**src/rtl/nibble_serial_subtractor.sv**
```systemverilog
`default_nettype none
// ============================================================================
// Module      : nibble_serial_subtractor
// Description : Computes A - B - BIN one 4-bit nibble per clock, using a 4-bit
//               carry-lookahead cell and a registered inter-nibble carry.
//               Optional macro SUB_OVERFLOW_DETECT_EN adds o_OVERFLOW.
// Revision    : 1.0 - initial release
// ============================================================================
module nibble_serial_subtractor #(
  parameter int p_WIDTH = 16
) (
  input  logic               i_CLK,
  input  logic               i_RST_N,
  input  logic               i_START,
  input  logic [p_WIDTH-1:0] i_INPUT_A,
  input  logic [p_WIDTH-1:0] i_INPUT_B,
  input  logic               i_BIN,
  output logic               o_BUSY,
  output logic               o_DONE,
  output logic [p_WIDTH-1:0] o_RESULT,
`ifdef SUB_OVERFLOW_DETECT_EN
  output logic               o_BOUT,
  output logic               o_OVERFLOW
`else
  output logic               o_BOUT
`endif
);

  localparam int c_NIBBLES = p_WIDTH / 4;
  localparam int c_IDX_W   = $clog2(c_NIBBLES);
  localparam logic [c_IDX_W-1:0] c_LAST = c_IDX_W'(c_NIBBLES - 1);

  typedef enum logic [1:0] {
    S_IDLE = 2'd0,
    S_CALC = 2'd1,
    S_DONE = 2'd2
  } state_t;

  state_t               r_state;
  state_t               w_state_nxt;
  logic [p_WIDTH-1:0]   r_a;
  logic [p_WIDTH-1:0]   r_b;
  logic                 r_bin;
  logic [c_IDX_W-1:0]   r_idx;
  logic                 r_carry;
  logic [p_WIDTH-1:0]   r_result;
  logic                 r_bout;

  logic                 w_accept;
  logic                 w_last;
  logic [p_WIDTH-1:0]   w_a_sh;
  logic [p_WIDTH-1:0]   w_b_sh;
  logic [3:0]           w_a_nib;
  logic [3:0]           w_b_nib;
  logic [3:0]           w_p;
  logic [3:0]           w_g;
  logic [3:0]           w_c;
  logic                 w_cin;
  logic [3:0]           w_sum;

  assign w_accept = i_START && (r_state == S_IDLE || r_state == S_DONE);
  assign w_last   = (r_idx == c_LAST);

  // Select the active nibble by shifting rather than a variable part-select.
  assign w_a_sh  = r_a >> {r_idx, 2'b00};
  assign w_b_sh  = r_b >> {r_idx, 2'b00};
  assign w_a_nib = w_a_sh[3:0];
  assign w_b_nib = w_b_sh[3:0];

  // Subtraction as A + ~B + carry; nibble 0 takes the inverted borrow-in.
  assign w_cin = (r_idx == '0) ? ~r_bin : r_carry;
  assign w_p   = w_a_nib ^ ~w_b_nib;
  assign w_g   = w_a_nib & ~w_b_nib;

  assign w_c[0] = w_g[0] | (w_p[0] & w_cin);
  assign w_c[1] = w_g[1] | (w_p[1] & w_g[0]) | (w_p[1] & w_p[0] & w_cin);
  assign w_c[2] = w_g[2] | (w_p[2] & w_g[1]) | (w_p[2] & w_p[1] & w_g[0])
                | (w_p[2] & w_p[1] & w_p[0] & w_cin);
  assign w_c[3] = w_g[3] | (w_p[3] & w_g[2]) | (w_p[3] & w_p[2] & w_g[1])
                | (w_p[3] & w_p[2] & w_p[1] & w_g[0])
                | (w_p[3] & w_p[2] & w_p[1] & w_p[0] & w_cin);

  assign w_sum = w_p ^ {w_c[2:0], w_cin};

  always_comb begin
    w_state_nxt = r_state;
    case (r_state)
      S_IDLE:  if (i_START) w_state_nxt = S_CALC;
      S_CALC:  if (w_last)  w_state_nxt = S_DONE;
      S_DONE:  w_state_nxt = i_START ? S_CALC : S_IDLE;
      default: w_state_nxt = S_IDLE;
    endcase
  end

  always_ff @(posedge i_CLK or negedge i_RST_N) begin
    if (!i_RST_N) begin
      r_state <= S_IDLE;
    end else begin
      r_state <= w_state_nxt;
    end
  end

  always_ff @(posedge i_CLK or negedge i_RST_N) begin
    if (!i_RST_N) begin
      r_a      <= '0;
      r_b      <= '0;
      r_bin    <= 1'b0;
      r_idx    <= '0;
      r_carry  <= 1'b0;
      r_result <= '0;
      r_bout   <= 1'b0;
    end else if (w_accept) begin
      r_a   <= i_INPUT_A;
      r_b   <= i_INPUT_B;
      r_bin <= i_BIN;
      r_idx <= '0;
    end else if (r_state == S_CALC) begin
      r_idx   <= r_idx + 1'b1;
      r_carry <= w_c[3];
      for (int j = 0; j < c_NIBBLES; j++) begin
        if (r_idx == c_IDX_W'(j)) begin
          r_result[4*j +: 4] <= w_sum;
        end
      end
      if (w_last) begin
        r_bout <= ~w_c[3];
      end
    end
  end

`ifdef SUB_OVERFLOW_DETECT_EN
  logic r_overflow;

  // Carry into the MSB is w_c[2] of the top nibble.
  always_ff @(posedge i_CLK or negedge i_RST_N) begin
    if (!i_RST_N) begin
      r_overflow <= 1'b0;
    end else if (!w_accept && r_state == S_CALC && w_last) begin
      r_overflow <= w_c[2] ^ w_c[3];
    end
  end

  assign o_OVERFLOW = r_overflow;
`endif

  assign o_BUSY   = (r_state == S_CALC);
  assign o_DONE   = (r_state == S_DONE);
  assign o_RESULT = r_result;
  assign o_BOUT   = r_bout;

endmodule
`default_nettype wire

```
**config.mk**
```make
export PLATFORM = sky130hd
export DESIGN_NAME = nibble_serial_subtractor
export DESIGN_NICKNAME = d
export VERILOG_FILES = /design/src/rtl/nibble_serial_subtractor.sv
export SDC_FILE = /design/constraint.sdc
export NUM_CORES = 1
export LEC_CHECK = 0
export BUFFER_PORTS_ARGS = -buffer_cell sky130_fd_sc_hd__buf_4
export CAP_MARGIN = 40
export CELL_PAD_IN_SITES_DETAIL_PLACEMENT = 1
export CELL_PAD_IN_SITES_GLOBAL_PLACEMENT = 2
export CORE_ASPECT_RATIO = 1.25
export CORE_MARGIN = 2
export CORE_UTILIZATION = 32
export CTS_CLUSTER_DIAMETER = 30
export DETAILED_ROUTE_END_ITERATION = 8
export PLACE_DENSITY = 0.81
export SYNTH_ARGS = -nofsm -noshare
export SYNTH_HDL_FRONTEND = slang
export SYNTH_SLANG_ARGS = --single-unit
```
**constraint.sdc**
```tcl
create_clock -name i_CLK -period 2.5 [get_ports i_CLK]
set_input_delay 0.125 -clock i_CLK [delete_from_list [all_inputs] [get_ports i_CLK]]
set_output_delay 0.125 -clock i_CLK [all_outputs]
set_load 0.01 [all_outputs]
```
==> results of run 1 <==
[per-stage QoR]
stage | cells | total power [mW]
floorplan | 185 | 3.44
global placement | 332 | 4.26
detailed placement | 332 | 4.39
CTS | 342 | 4.97
global route | 349 | 5.57
finish | 349 | 5.15
[what timing repair did]
item,4_1_cts,5_1_grt
endpoints found under the hold margin,55,0
setup buffers,1,6
hold buffers,1,0
gates cloned,0,1
gates resized for setup,0,5
pin swaps,1,1
endpoints found under the setup margin,3,10
[power by group through the flow]
stage	Combinational (mW)	Clock, mW	Sequential, mW
2_1_floorplan	1.84	0	1.60
3_3_place_gp	2.63	0	1.62
3_5_place_dp	2.73	0	1.66
4_1_cts	2.84	0.501	1.63
5_1_grt	3.34	0.524	1.71
6_report	3.05	0.470	1.63
[state kept, by name, indices dropped and copies added, names as in the netlist]
| name | cells |
|---|---|
| r_bin | 1 |
| r_state | 2 |
| o_BOUT | 1 |
| r_carry | 1 |
| r_a | 16 |
| o_RESULT | 16 |
| r_idx | 2 |
| r_b | 16 |
[cell usage after synthesis (all sizes together)]
master / instances / area, µm²
a21boi: 1 / 7.51
a21o: 1 / 8.76
a21oi: 1 / 5.00
a22o: 1 / 8.76
a311oi: 2 / 30.0
a31o: 1 / 8.76
a31oi: 1 / 6.26
and2: 2 / 16.3
and3b: 1 / 8.76
buf: 6 / 30.0
dfrtp: 55 / 1380
fa: 1 / 20.0
ha: 9 / 113
inv: 9 / 33.8
mux2: 34 / 383
mux4: 8 / 180
nand2: 24 / 90.1
nand2b: 1 / 8.76
nand4: 1 / 6.26
nor2: 1 / 3.75
nor2b: 3 / 18.8
o21ai: 14 / 70.1
o21bai: 1 / 7.51
o31ai: 4 / 30.0
or2: 1 / 8.76
xor2: 2 / 17.5
[worst register-to-register path: cells and delay by family (launching register included)]
family,cells,cell delay (ns)
mux,2,0.69
simple gates,1,0.09
fa+ha+maj,1,0.41
compound gates,2,0.49
buf+inv,2,0.24
flops,1,0.41
[final cells by class]
type / count / area share (%)
Sequential cell: 55 / 42.7
Multi-Input combinational cell: 115 / 33.5
Timing Repair Buffer: 67 / 16.6
Tap cell: 95 / 3.68
Clock buffer: 7 / 2.36
Inverter: 9 / 1.05
Clock inverter: 1 / 0.155
[cell usage in the layout, fill, tap and decap left out, types with 2 or more instances in the layout]
| master | instances |
|---|---|
| mux2_2 | 34 |
| xor2_1 | 2 |
| dfrtp_1 | 54 |
| nor2b_1 | 2 |
| o31ai_1 | 4 |
| inv_1 | 9 |
| clkbuf_8 | 5 |
| o21ai_0 | 13 |
| clkbuf_1 | 2 |
| a311oi_2 | 2 |
| buf_4 | 64 |
| nand2_1 | 24 |
| mux4_2 | 8 |
| ha_1 | 8 |
[layer usage]
| metal | wire length, µm | GRT usage, % | share of wire, % | up-vias |
|---|---|---|---|---|
| met5 | 0 | 0 | 0 | - |
| met4 | 132 | 4.54 | 2.4 | 0 |
| met3 | 197 | 2.88 | 3.6 | 9 |
| met2 | 2990 | 24.4 | 54 | 42 |
| met1 | 2220 | 15.3 | 40 | 828 |
| li1 | - | - | - | 788 |
[path summary, 6_finish.rpt]
kind	from	endpoint	slack [ns]
setup / recovery	r_idx[0]	o_BOUT	0.12
hold / removal	i_INPUT_A[10]	r_a[10]	0.05
setup reg to reg	r_idx[0]	o_BOUT	0.12
hold reg to reg	o_RESULT[7]	o_RESULT[7]	0.49
max in group asynchronous	i_RST_N	r_idx[0]	1.59
min in group asynchronous	i_RST_N	o_RESULT[9]	0.40
[cell families (layout without fill, tap and decap cells)]
logic type / count (synthesis) / in the layout / synth area share, %
flip-flops: 55 / 55 / 55.1
multiplexers: 42 / 42 / 22.5
AND/OR/NAND/NOR: 34 / 34 / 6.46
AO/OA/AOI/OAI: 27 / 27 / 7.31
buffers and inverters: 15 / 84 / 2.56
adder cells (fa/ha/maj): 10 / 10 / 5.31
XOR/XNOR: 2 / 2 / 0.702
==> out/results.tsv, run 1 <==
metric	value	unit
path_cells	buf_12 -> buf_4 -> mux4_2 -> ha_1 -> a31oi_1 -> nor2b_1 -> a311oi_2 -> mux2_2	
powerDensity	1590	nW/µm²
p_int	3.13	mW
cts.path.max_buffers	2	
path_clk_slew	0.09	ns
routedWlPerCell	15.9	µm
cts_made_buffers	5	
cts_sinks	55	
ys_ff_latch	55	
skew	0.00483	ns
syn_to_final_growth	29.3	%
crit_buf_inv	2	
fmax	420	MHz
leakage	1.49	nW
arrival	2.63	ns
place_area	3040	µm²
h-tree-depth	2	
pwr-share-seq	31.6	%
avgSynthCellArea	13.5	µm²
worst_pin_slew	0.684	ns
wirelength	5540	µm
syn-cell-area	2500	µm²
drt_iter0_drc	49	
ios	55	
cts_tree	yes	
num-nets-final	299	
num_rows	36	
grt_pass1_wl	8880	µm
hp-class	in -> reg	
cp_slowest_stage_delay	0.49	ns
clk-insertion-delay-late	0.30	ns
grt_pass1_vias	1866	
outcome	complete, no violations	
required	2.75	ns
critPathLaunchType	register	
drv_slew	0	
die_area	8530	µm²
yosysUniqueCellTypes	28	
layout-drive-gt1-share	49.2	%
setup_violations	0	
dr.pass1.iters	4	
core_area	7700	µm²
ant_nets	0	
yosysSeqAreaShare	55.1	%
swShare	39.1	%
pwr-share-clk	9.1	%
ir_worst_vdd	633	µV
dpl.hpwl	4010	µm
postSynthCellCount	185	
antenna_found_initial	0	
p_comb_share	59.2	%
drv_cap	0	
ctsRootBufferMaster	clkbuf_8	
io_buffers	54	
finalHoldViolCount	0	
cp_max_fo	5	
end_kind	register	
post-route-period-util	95.3	%
crit_cells	8	
final_util	41.9	%
via_count	1667	
antennaDiodeCount	0	
fin_ws	0.117	ns
multiInputGateArea	1080	µm²
whs_path_depth	2	
path_delay_family	multiplexers	
hold_ws	0.0492	ns
preCtsSetupSlack	0.000430	ns
grt_max_degree	56	
max_slew_margin	54.4	%
syn_nets	231	
fp.dieW	83.0	µm
drc_errors	0	
fin_tns_setup	0	ns
regArea	1380	µm²
ys_warn_count	0	
period_minus_slack	2.38	ns
initial_core_util	32.4	%
place_congestion	0.718	
via_per_inst	4.78	
rsz0062_at_grt	no	
die_height	103	µm
cp_slowest_cell	mux4_2	
switching_power	2.01	mW
overflow	0	
worst-r2r-cell-count	8	
grt_usage	13.2	%
crit_type	reg -> reg	
fill_cells	838	
design_area	3230	µm²
(Power assumes the default switching activity.)
==> inputs of run 2 (changes only) <==
CORE_UTILIZATION = 39   (was 32)
PLACE_DENSITY = 0.91   (was 0.81)
clock period = 2.81 ns   (was 2.5 ns; I/O delays follow)
==> run 2 against run 1 <==
Non-clock buffer count down 9. Maximum frequency down 7.1%. Routed wire length shrank 8.4%. Clock-buffer cell count unchanged. Flip-flop and latch count did not move. Sequential share of layout area is 1.7 points higher. Clock power is 10% lower. Worst setup slack improved by 0.13 ns. Clock skew shrank 0.00070 ns. Global-route usage up 2.8 points. Combinational power is 24% lower. Critical endpoint is now o_RESULT[10]. Largest power group unchanged.
==> out/results.tsv, run 2 (synthesis gave the netlist of run 1 again) <==
metric	value	unit	change
die_area	7060	µm²	was 8530 µm²
grt_pass1_wl	8520	µm	was 8880 µm
cp_max_fo	9		was 5
fin_tns_setup	0	ns	unchanged
post-route-period-util	91.3	%	was 95.3%
h-tree-depth	2		unchanged
fin_cells	330		was 349
swShare	39.6	%	was 39.1%
antenna_found_initial	0		unchanged
die_height	93.5	µm	was 103 µm
dpl.hpwl	3840	µm	was 4010 µm
r2r-end	o_RESULT[10]		was o_BOUT
r2r_start	r_idx[0]		unchanged
drt_iter0_drc	31		was 49
hold_ws	0.0618	ns	was 0.0492 ns
pwr-share-seq	35.0	%	was 31.6%
global_route.peak_usage_layer	met2		unchanged
period_minus_slack	2.56	ns	was 2.38 ns
ctsRootBufferMaster	clkbuf_8		unchanged
grt_usage	16.0	%	was 13.2%
max_slew_margin	53.9	%	was 54.4%
clk-insertion-delay-late	0.30	ns	about the same
hp-class	in -> reg		unchanged
crit_buf_inv	0		was 2
via_count	1633		was 1,667
layout-drive-gt1-share	46.5	%	was 49.2%
io_buffers	54		unchanged
ff2ff_setup_slack	0.25	ns	was 0.12 ns
drc_errors	0		unchanged
worst-r2r-cell-count	6		was 8
cts_tree	yes		unchanged
dp.cells	321		was 332
path_delay_family	multiplexers		unchanged
cts_made_buffers	5		unchanged
cts_sinks	55		unchanged
cts.path.max_buffers	2		unchanged
via_per_inst	4.95		was 4.78
setup_violations	0		unchanged
final_common_cell	buf_4		unchanged
p_int	2.54	mW	was 3.13 mW
critPathLaunchType	register		unchanged
skew	0.00413	ns	was 0.00483 ns
switching_power	1.67	mW	was 2.01 mW
place_congestion	0.806		was 0.718
end_kind	register		unchanged
worst_pin_slew	0.692	ns	was 0.684 ns
finalHoldViolCount	0		unchanged
cp_slowest_stage_delay	0.57	ns	was 0.49 ns
layout_common_cells	57 x buf_4, 54 x dfrtp_1, 34 x mux2_2		was 64 x buf_4, 54 x dfrtp_1, 34 x mux2_2
num-nets-final	290		was 299
fp.dieW	75.6	µm	was 83.0 µm
grt_max_degree	56		unchanged
ir_worst_vdd	519	µV	was 633 µV
pwr-share-clk	10.0	%	was 9.1%
ant_nets	0		unchanged
crit_start	r_idx[0]		unchanged
overflow	0		unchanged
routedWlPerCell	15.4	µm	was 15.9 µm
fmax	390	MHz	was 420 MHz
core_area	6170	µm²	was 7700 µm²
grtUsageMet3	3.23	%	was 2.88%
arrival	2.74	ns	was 2.63 ns
drv_slew	0		unchanged
crit_cells	6		was 8
cts_setup_buffers	0		was 1
use_met1	19.2	%	was 15.3%
endpoint	o_RESULT[10]		was o_BOUT
cp_slowest_cell	mux4_2		unchanged
antennaDiodeCount	0		unchanged
path_cells	mux4_2 -> ha_1 -> and2_4 -> a311oi_2 -> xor2_1 -> o21ai_0		was buf_12 -> buf_4 -> mux4_2 -> ha_1 -> a31oi_1 -> nor2b_1 -> a311oi_2 -> mux2_2
rsz0062_at_grt	no		unchanged
powerDensity	1360	nW/µm²	was 1590 nW/µm²
p_comb_share	55.0	%	was 59.2%
dr.pass1.iters	3		was 4
num_rows	32		was 36
ios	55		unchanged
leakage	1.43	nW	was 1.49 nW
syn_to_final_growth	24.2	%	was 29.3%
drv_cap	0		unchanged
required	2.98	ns	was 2.75 ns
path_clk_slew	0.09	ns	about the same
wirelength	5080	µm	was 5540 µm
use_met2	28.3	%	was 24.4%
outcome	complete, no violations		unchanged
grt_pass1_vias	1788		was 1,866
initial_core_util	40.5	%	was 32.4%
crit_type	reg -> reg		unchanged
run 2: cell count changes in the layout (fill, tap and decap cells not counted), sizes merged:
cell / delta
clkbuf: -1
buf: -8
run 2: worst min-delay path by stage:
stage	from	end	slack, ns	cells past startpoint
floorplan	i_RST_N	o_BOUT	-0.16	0
CTS	i_INPUT_A[6]	r_a[6]	0.05	2
global route	i_INPUT_A[2]	r_a[2]	0.05	2
finish	i_INPUT_B[9]	r_b[9]	0.06	2
detailed placement	i_RST_N	o_RESULT[10]	0.23	1
global placement	i_RST_N	o_RESULT[8]	0.23	1
run 2: metal layers:
| metal | vias to the layer above | share of wire [%] |
|---|---|---|
| li1 | 772 | - |
| met1 | 815 | 41 |
| met2 | 39 | 54 |
| met3 | 7 | 3.9 |
| met4 | 0 | 1.4 |
| met5 | - | 0 |
run 2: final cells by class:
cell class | instances | area, µm²
Fill cell | 668 | 3060
Sequential cell | 55 | 1380
Multi-Input combinational cell | 115 | 1060
Timing Repair Buffer | 58 | 438
Tap cell | 85 | 106
Clock buffer | 7 | 76.3
Inverter | 9 | 33.8
Clock inverter | 1 | 5.00
run 2: repair_timing:
action / in CTS / in global routing
endpoints found under the setup margin: 0 / 3
endpoints found under the hold margin: 55 / 0
gates resized for setup: 0 / 1
hold buffers: 1 / 0
run 2: power by group through the flow:
stage          clock network [mW]  logic [mW]  registers, mW
6_report                    0.421        2.31           1.47
3_5_place_dp                    0        2.35           1.50
5_1_grt                     0.464        2.58           1.53
2_1_floorplan                   0        1.64           1.43
4_1_cts                     0.439        2.36           1.48
3_3_place_gp                    0        2.28           1.47
run 2: per-stage QoR:
step | setup WS (ns) | total power [mW] | area [µm²] | util (%)
6_report | 0.245 | 4.20 | 3100 | 50.3
5_1_grt | 0.106 | 4.58 | 3100 | 50.3
4_1_cts | 0.0596 | 4.29 | 3100 | 50.3
3_5_place_dp | 0.0802 | 3.86 | 3010 | 48.8
3_3_place_gp | 0.222 | 3.75 | 3010 | 48.8
2_1_floorplan | 0.365 | 3.06 | 2500 | -
==> inputs of run 3 (changes only) <==
ABC_AREA = 0   (was unset)
HOLD_SLACK_MARGIN = 0.1   (was unset)
REMOVE_ABC_BUFFERS = 1   (was unset)
==> run 3 against run 2 <==
Sequential share of layout area fell by 4.7 points. Core utilization increased by 5.9 points. Via count rose by 7.3%. Clock skew barely moved. Critical path depth did not move. Critical endpoint is now o_RESULT[6]. Largest power group unchanged.
==> out/results.tsv, run 3 (synthesis gave the netlist of run 1 again) <==
metric	value	unit	change
fp.dieW	75.6	µm	unchanged
num_rows	32		unchanged
path_clk_slew	0.10	ns	was 0.09 ns
cts_setup_buffers	0		unchanged
grt_pass1_vias	1952		was 1,788
rsz0062_at_grt	no		unchanged
drv_cap	0		unchanged
via_count	1753		was 1,633
use_met2	34.9	%	was 28.3%
critPathLaunchType	register		unchanged
cp_max_fo	5		was 9
grt_usage	19.2	%	was 16.0%
ff2ff_setup_slack	0.29	ns	was 0.25 ns
grt_max_degree	56		unchanged
max_slew_margin	53.7	%	was 53.9%
path_cells	mux4_2 -> ha_1 -> and2_4 -> a311oi_2 -> xor2_1 -> o21ai_0		unchanged
ctsRootBufferMaster	clkbuf_8		unchanged
place_area	3020	µm²	was 3010 µm²
antenna_found_initial	0		unchanged
antennaDiodeCount	0		unchanged
whs_path_depth	3		was 2
syn_to_final_growth	38.9	%	was 24.2%
end_kind	register		unchanged
arrival	2.70	ns	was 2.74 ns
h-tree-depth	2		unchanged
num-nets-final	323		was 290
final_util	56.3	%	was 50.3%
core_area	6170	µm²	unchanged
drc_errors	0		unchanged
dr.pass1.iters	4		was 3
fill_cells	658		was 668
skew	0.00444	ns	was 0.00413 ns
r2r_start	r_idx[0]		unchanged
die_area	7060	µm²	unchanged
min_to	r_state[0]		was r_b[9]
fmax	397	MHz	was 390 MHz
ios	55		unchanged
die_height	93.5	µm	unchanged
routedWlPerCell	16.6	µm	was 15.4 µm
worst_pin_slew	0.694	ns	was 0.692 ns
hp-class	in -> reg		unchanged
via_per_inst	4.84		was 4.95
cts_sinks	55		unchanged
place_congestion	0.750		was 0.806
required	3.00	ns	was 2.98 ns
wirelength	6030	µm	was 5080 µm
io_buffers	54		unchanged
finalHoldViolCount	0		unchanged
powerDensity	1260	nW/µm²	was 1360 nW/µm²
multiInputGateArea	1060	µm²	unchanged
cp_slowest_cell	mux4_2		unchanged
ir_worst_vdd	514	µV	was 519 µV
layout-drive-gt1-share	41.2	%	was 46.5%
final_common_cell	buf_4		unchanged
crit_type	reg -> reg		unchanged
ant_nets	0		unchanged
worst-r2r-cell-count	6		unchanged
leakage	1.59	nW	was 1.43 nW
cts_made_buffers	5		unchanged
fin_tns_setup	0	ns	unchanged
use_met1	21.9	%	was 19.2%
global_route.peak_usage_layer	met2		unchanged
dpl.hpwl	3840	µm	about the same
drt_iter0_drc	96		was 31
hp-start	i_START		was i_INPUT_B[9]
setup_violations	0		unchanged
cts.path.max_buffers	2		unchanged
grt_pass1_wl	9870	µm	was 8520 µm
cts_tree	yes		unchanged
post-route-period-util	89.6	%	was 91.3%
drv_slew	0		unchanged
outcome	complete, no violations		unchanged
period_minus_slack	2.52	ns	was 2.56 ns
hold_ws	0.240	ns	was 0.0618 ns
regArea	1380	µm²	about the same
overflow	0		unchanged
design_area	3470	µm²	was 3100 µm²
clk-insertion-delay-late	0.31	ns	was 0.30 ns
cp_slowest_stage_delay	0.56	ns	was 0.57 ns
initial_core_util	40.5	%	unchanged
grtUsageMet3	3.56	%	was 3.23%
r2r-end	o_RESULT[6]		was o_RESULT[10]
layout_common_cells	56 x buf_4, 55 x dfrtp_1, 34 x mux2_2, 34 x dlygate4sd3_1, 24 x nand2_1		was 57 x buf_4, 54 x dfrtp_1, 34 x mux2_2
==> run 3: cell count changes in the layout (fill, tap and decap cells not counted) <==
cell / before / now
bufinv_16: 0 / 1
a21boi_0: 1 / 0
clkinv_2: 1 / 0
clkinvlp_4: 0 / 1
buf_12: 0 / 1
buf_4: 57 / 56
dfrtp_1: 54 / 55
dlygate4sd3_1: 1 / 34
dfrtp_2: 1 / 0
clkbuf_1: 2 / 0
a21boi_1: 0 / 1
==> run 3: per-stage QoR <==
step	power, mW	std cells	setup WS [ns]
finish	4.38	362	0.292
global route	4.75	362	0.0729
CTS	4.39	362	0.217
detailed placement	3.80	321	0.292
floorplan	3.05	179	0.319
global placement	3.68	320	0.381
==> run 3: where the power goes <==
part	leakage (nW)	switching, mW	internal, mW
registers	0.655	0.266	1.20
clock network	0.0502	0.259	0.261
logic	0.880	1.19	1.21
total	1.59	1.71	2.67
==> run 3: cell type report <==
cell class	count	area share, %
inverter	9	0.974
clock inverter	2	1.08
clock buffer	5	1.98
tap	85	3.07
multi-input combinational	115	30.7
sequential	55	39.7
timing repair buffer	91	22.5
==> run 3: per-layer routing <==
metal  vias to the layer above  wire [µm]
li1                        833          -
met1                       868       2320
met2                        43       3360
met3                         9        212
met4                         0        138
met5                         -          0
==> run 3: worst max path at each step <==
stage / startpoint / endpoint / slack [ns] / depth (start not counted)
final: r_idx[0] / o_RESULT[6] / 0.29 / 6
after global routing: r_idx[0] / o_RESULT[7] / 0.07 / 6
after CTS: r_idx[0] / o_RESULT[7] / 0.22 / 6
after detailed placement: r_idx[0] / o_RESULT[7] / 0.29 / 6
after global placement: r_idx[0] / o_RESULT[6] / 0.38 / 6
after floorplan: r_state[0] / r_a[0] / 0.32 / 2
==> run 3: repair_timing <==
item / in CTS / in global routing
gates resized for setup: 0 / 1
hold buffers: 34 / 0
hold endpoints to repair: 88 / 0
setup endpoints to repair: 0 / 2
==> run 3: critical path, delay by kind of cell, from the launching register on <==
family	cells	cell delay, ns
AO/OA/AOI/OAI	2	0.41
XOR/XNOR	1	0.28
adder cells (fa/ha/maj)	1	0.39
flip-flops	1	0.54
multiplexers	1	0.56
AND/OR/NAND/NOR	1	0.20
